[src/rtl/pgm_pkg.sv]
// Shared definitions for the push-button input controller: FSM states,
// command codes on MORE and the default debounce length.
package pgm_pkg;

    localparam int DEBOUNCE_CYCLES_DEF = 16;

    typedef enum logic [1:0] {
        ST_IDLE       = 2'd0,
        ST_PRESS_DB   = 2'd1,
        ST_HELD       = 2'd2,
        ST_RELEASE_DB = 2'd3
    } pgm_state_t;

    typedef enum logic [1:0] {
        MORE_STAND = 2'b00,
        MORE_HIT_A = 2'b01,
        MORE_HIT_B = 2'b10,
        MORE_DEAL  = 2'b11
    } more_cmd_t;

endpackage

[src/rtl/pgm_sync2.sv]
// Two-flop synchronizer for asynchronous level inputs, synchronous reset.
module pgm_sync2 #(
    parameter int WIDTH = 1
) (
    input  logic             CLK,
    input  logic             RESET,
    input  logic [WIDTH-1:0] d,
    output logic [WIDTH-1:0] q
);

    logic [WIDTH-1:0] meta;

    always_ff @(posedge CLK) begin
        if (RESET) begin
            meta <= '0;
            q    <= '0;
        end else begin
            meta <= d;
            q    <= meta;
        end
    end

endmodule

[src/rtl/pgm_input_ctrl.sv]
// Debounced push-button front end: one strobe per accepted press, latching
// the command switches and counting presses.
//
// state         | meaning
// ST_IDLE       | button released and stable
// ST_PRESS_DB   | button seen pressed, counting stable cycles
// ST_HELD       | press accepted, waiting for release
// ST_RELEASE_DB | button seen released, counting stable cycles
module pgm_input_ctrl
    import pgm_pkg::*;
#(
    parameter int DEBOUNCE_CYCLES = DEBOUNCE_CYCLES_DEF
) (
    input  logic       CLK,
    input  logic       RESET,
    input  logic       BTN_RAW,
    input  logic [1:0] SW_MORE,
    output logic       IN_VALID,
    output logic       BUTTON,
    output logic [1:0] MORE,
    output logic [7:0] PRESS_CNT
);

    localparam int CW = $clog2(DEBOUNCE_CYCLES);
    localparam logic [CW-1:0] CNT_MAX = CW'(DEBOUNCE_CYCLES - 1);

    pgm_state_t    state, state_nxt;
    logic [CW-1:0] cnt, cnt_nxt;
    logic          accept;
    logic          btn_s;
    logic [1:0]    more_s;

    pgm_sync2 #(.WIDTH(3)) u_sync (
        .CLK   (CLK),
        .RESET (RESET),
        .d     ({SW_MORE, BTN_RAW}),
        .q     ({more_s, btn_s})
    );

    always_ff @(posedge CLK) begin
        if (RESET) begin
            state <= ST_IDLE;
            cnt   <= '0;
        end else begin
            state <= state_nxt;
            cnt   <= cnt_nxt;
        end
    end

    always_comb begin
        state_nxt = state;
        cnt_nxt   = cnt;
        accept    = 1'b0;
        unique case (state)
            ST_IDLE: begin
                if (btn_s) begin
                    state_nxt = ST_PRESS_DB;
                    cnt_nxt   = CW'(1);
                end else begin
                    cnt_nxt = '0;
                end
            end
            ST_PRESS_DB: begin
                if (!btn_s) begin
                    state_nxt = ST_IDLE;
                    cnt_nxt   = '0;
                end else if (cnt == CNT_MAX) begin
                    state_nxt = ST_HELD;
                    cnt_nxt   = '0;
                    accept    = 1'b1;
                end else begin
                    cnt_nxt = cnt + 1'b1;
                end
            end
            ST_HELD: begin
                if (!btn_s) begin
                    state_nxt = ST_RELEASE_DB;
                    cnt_nxt   = CW'(1);
                end else begin
                    cnt_nxt = '0;
                end
            end
            ST_RELEASE_DB: begin
                // A bounce back to pressed re-enters HELD silently: no auto-repeat.
                if (btn_s) begin
                    state_nxt = ST_HELD;
                    cnt_nxt   = '0;
                end else if (cnt == CNT_MAX) begin
                    state_nxt = ST_IDLE;
                    cnt_nxt   = '0;
                end else begin
                    cnt_nxt = cnt + 1'b1;
                end
            end
            default: begin
                state_nxt = ST_IDLE;
                cnt_nxt   = '0;
            end
        endcase
    end

    always_ff @(posedge CLK) begin
        if (RESET) begin
            IN_VALID  <= 1'b0;
            BUTTON    <= 1'b0;
            MORE      <= MORE_STAND;
            PRESS_CNT <= '0;
        end else begin
            IN_VALID <= accept;
            BUTTON   <= accept;
            if (accept) begin
                MORE      <= more_s;
                PRESS_CNT <= PRESS_CNT + 8'd1;
            end
        end
    end

endmodule

[config.mk]
export PLATFORM = sky130hd
export DESIGN_NAME = pgm_input_ctrl
export DESIGN_NICKNAME = d
export VERILOG_FILES = /design/src/rtl/pgm_pkg.sv /design/src/rtl/pgm_sync2.sv /design/src/rtl/pgm_input_ctrl.sv
export SDC_FILE = /design/constraint.sdc
export NUM_CORES = 1
export LEC_CHECK = 0
export BUFFER_PORTS_ARGS = -buffer_cell sky130_fd_sc_hd__buf_2
export CAP_MARGIN = 20
export CORE_MARGIN = 5
export CORE_UTILIZATION = 56
export CTS_CLUSTER_DIAMETER = 60
export CTS_CLUSTER_SIZE = 10
export DETAILED_ROUTE_END_ITERATION = 8
export PLACE_DENSITY_LB_ADDON = 0.05
export REMOVE_ABC_BUFFERS = 1
export SLEW_MARGIN = 20
export SYNTH_ARGS = -nofsm -noshare
export SYNTH_HDL_FRONTEND = slang
export SYNTH_HIERARCHICAL = 1
export SYNTH_SLANG_ARGS = --single-unit
[constraint.sdc]
create_clock -name CLK -period 2.65 [get_ports CLK]
set_input_delay 0.53 -clock CLK [delete_from_list [all_inputs] [get_ports CLK]]
set_output_delay 0.53 -clock CLK [all_outputs]
set_load 0.01 [all_outputs]
==> flow_summary_export.csv <==
group,metric,value,unit
synth,synth_warnings,6,
floorplan,start_util,59.85,%
worst_setup_path,startpoint,"cnt[0]$_SDFF_PP0_",
finish,multi_input_comb_area,419.2,um2
placed_design,portBuffers,16,
floorplan,coreArea,1524,um2
cts,cts_hold_buf,0,
floorplan,ios,17,
floorplan,rows,14,
status,outcome,"finished, final reports clean",
timing,rsz0062_at_grt,"false",
detailed_routing,routedWlPerCell,13.31,um
timing,finalHoldWorstSlack,0.4201,ns
cts,insertion_delay,0.31,ns
finish,diodes,0,
global_routing,grt_pass1_vias,642,
timing,fin_ws,0.8018,ns
power_and_ir_drop,irDropWorstVdd,359.3,uV
finish,fin_area,1015,um2
placed_design,gp_congestion,0.7636,
synth,synth_top_area_share,50.48,%
detailed_routing,drt_iter0_drc,20,
worst_setup_path,r2r_start,"cnt[0]$_SDFF_PP0_",
power_and_ir_drop,powerDensity,519.6,nW/um2
finish,area_growth,11.25,%
cts,cts_tree,"done",
timing,hold_viol,0,
worst_setup_path,arrival,2.06,ns
timing,slew_headroom,75.11,%
timing,worstMarginPinSlew,0.3734,ns
synth,synth_cell_type_count,29,
cts,postCtsSetupBuffers,0,
cts,post_cts_resized,0,
global_routing,grt_use_total,14.13,%
timing,setup_tns,0,ns
timing,slew_viol_final,0,
worst_setup_path,crit_required,2.86,ns
synth,syn_area,912.1,um2
worst_setup_path,critical_path_class,"register to register",
cts,numCtsBuffers,3,
finish,regArea,460.4,um2
finish,fillers,135,
global_routing,antenna_found_initial,0,
detailed_routing,antenna_left,0,
global_routing,grt_start_max_net_pins,24,
synth,synth.area.top_cells,"dfxtp_1 (50%), nor2b_1 (6.9%), a21oi_1 (5.5%)",
worst_setup_path,critPathMaxFanout,15,
placed_design,hpwl,1.190,mm
flow_run,cap_violations,0,
cts,clock_sinks,23,
cts,cts_htree_levels,1,
floorplan,die_w,50.36,um
power_and_ir_drop,total_power,0.0005272,W
detailed_routing,via_per_inst,5.795,
synth,ys_seq_elements,23,
worst_setup_path,cpMaxStageDelayCell,"dfxtp_1",
global_routing,overflow,0,
cts,clock_path_buffers,2,
worst_setup_path,slowest_delay,0.40,ns
floorplan,dieArea,2536,um2
worst_hold_path,hold_class,"primary input to register",
worst_hold_path,min_from,"SW_MORE[0]",
power_and_ir_drop,p_leak,0.4081,nW
timing,finalCriticalPeriod,1.848,ns
detailed_routing,finalWirelength,1.691,mm
finish,fin_nets,119,
timing,setup_violations,0,
timing,skew,0.0007304,ns
synth,syn_avg_cell_area,9.501,um2
timing,max_freq,0.5411,GHz
detailed_routing,drc,0,
finish,drive_above_1_share,20.72,%
synth,seq_area_frac_synth,50.48,%
worst_setup_path,reg2reg_depth,4,
placed_design,post-place-ws,0.8383,ns
placed_design,dpl_cell_area,987.2,um2
worst_setup_path,endpoint_kind,"register",
worst_setup_path,crit_path_start_kind,"register",
timing,post-route-period-util,69.74,%
detailed_routing,dr.pass1.iters,4,
worst_setup_path,r2r_setup_slack,0.80,ns
cts,clk_pin_slew_worst_paths,0.12,ns
worst_hold_path,min_delay_worst_endpoint,"u_sync/meta[1]$_SDFF_PP0_",
worst_setup_path,r2r_end,"PRESS_CNT[7]$_SDFFE_PP0P_",
detailed_routing,vias,736,
worst_hold_path,hold_depth,2,
worst_setup_path,crit_chain,"ha_1 > nand4_2 > nor4_1 > mux2_2",
synth,syn_inst,96,
synth,synth_top_area_cell,"dfxtp_1",
global_routing,grt_pass1_wl,2.815,mm
cts,cts-root-buf,"clkbuf_4",
floorplan,die_y,50.36,um
-- Yosys cell counts --
cell / number
a21boi_0: 1
a21oi_1: 10
and4_1: 1
buf_2: 2
buf_4: 1
clkbuf_1: 2
dfxtp_1: 23
ha_1: 2
inv_1: 2
mux2_1: 1
mux2_2: 2
nand2_1: 5
nand2b_1: 1
nand3_1: 4
nand3b_1: 2
nand4_1: 2
nand4_2: 1
nand4b_1: 1
nor2_1: 5
nor2b_1: 10
nor3_1: 1
nor3b_1: 1
nor4_1: 2
o21ai_0: 5
o31ai_1: 3
or3_1: 1
or4_1: 3
xnor2_1: 1
xor2_1: 1
-- kinds of logic (layout without fill, tap and decap cells) --
group	after synthesis	count (layout)	share of synthesized area, %
AND/OR/NAND/NOR	40	40	26.06
multiplexers	3	3	3.703
XOR/XNOR	2	2	1.921
AO/OA/AOI/OAI	19	19	11.52
flip-flops	23	23	50.48
buffers and inverters	7	22	3.567
adder cells (fa/ha/maj)	2	2	2.743
-- per-stage QoR --
step	utilization [%]	std cells
final	66.58	127
after global placement	64.78	123
after detailed placement	64.78	123
after CTS	66.58	127
after floorplan	-	91
after global routing	66.58	127
-- worst max-delay path: cells and delay by family (launching register included) --
kind	cells	cell delay, ns
mux	1	0.37
fa+ha+maj	1	0.25
flops	1	0.40
simple gates	2	0.73
-- final cells by class --
type,count,share of cell area [%]
Tap cell,16,1.973
Timing Repair Buffer,16,7.892
Clock inverter,1,0.4932
Sequential cell,23,45.38
Multi-Input combinational cell,66,41.31
Clock buffer,3,2.219
Inverter,2,0.7398
-- worst max-delay path by stage --
stage / depth (start not counted) / slack [ns] / endpoint
after floorplan: 4 / 1.04 / PRESS_CNT[5]$_SDFFE_PP0P_
after global placement: 4 / 0.90 / PRESS_CNT[7]$_SDFFE_PP0P_
after detailed placement: 4 / 0.84 / PRESS_CNT[7]$_SDFFE_PP0P_
after CTS: 4 / 0.81 / PRESS_CNT[7]$_SDFFE_PP0P_
after global routing: 4 / 0.73 / PRESS_CNT[7]$_SDFFE_PP0P_
final: 4 / 0.80 / PRESS_CNT[7]$_SDFFE_PP0P_
-- registers in the layout, summed over array words and instances (netlist names), named ones only --
signal and flops:
state 1, u_sync/meta 3, PRESS_CNT 8, cnt 4, u_sync/q 3, MORE 2, BUTTON 1
-- per-layer routing --
layer,vias up,GRT usage (%),wire length [um]
met2,28,20.08,741
met5,-,0,0
li1,369,-,-
met4,0,8.085,25
met1,335,19.45,798
met3,4,3.254,126
-- power by group --
group	switching [W]	total, W	internal (W)	leakage [nW]
Sequential	0.00000228	0.000353	0.000351	0.187
Combinational	0.00000864	0.0000148	0.00000618	0.204
Clock	0.000103	0.000159	0.0000564	0.0177
Total	0.000114	0.000527	0.000413	0.408
-- cells in the final DEF, fill, tap and decap left out, types with 2 or more instances in the layout --
| master | n |
|---|---|
| mux2_2 | 2 |
| inv_1 | 2 |
| or4_1 | 3 |
| nand2_1 | 5 |
| nor4_1 | 2 |
| clkbuf_4 | 3 |
| buf_2 | 16 |
| nor2b_1 | 10 |
| nor2_1 | 5 |
| nand3b_1 | 2 |
| o31ai_1 | 3 |
| o21ai_0 | 5 |
| nand3_1 | 4 |
| ha_1 | 2 |
| nand4_1 | 2 |
| dfxtp_1 | 23 |
| a21oi_1 | 10 |
Note: power is estimated with default switching activity, not from simulation.
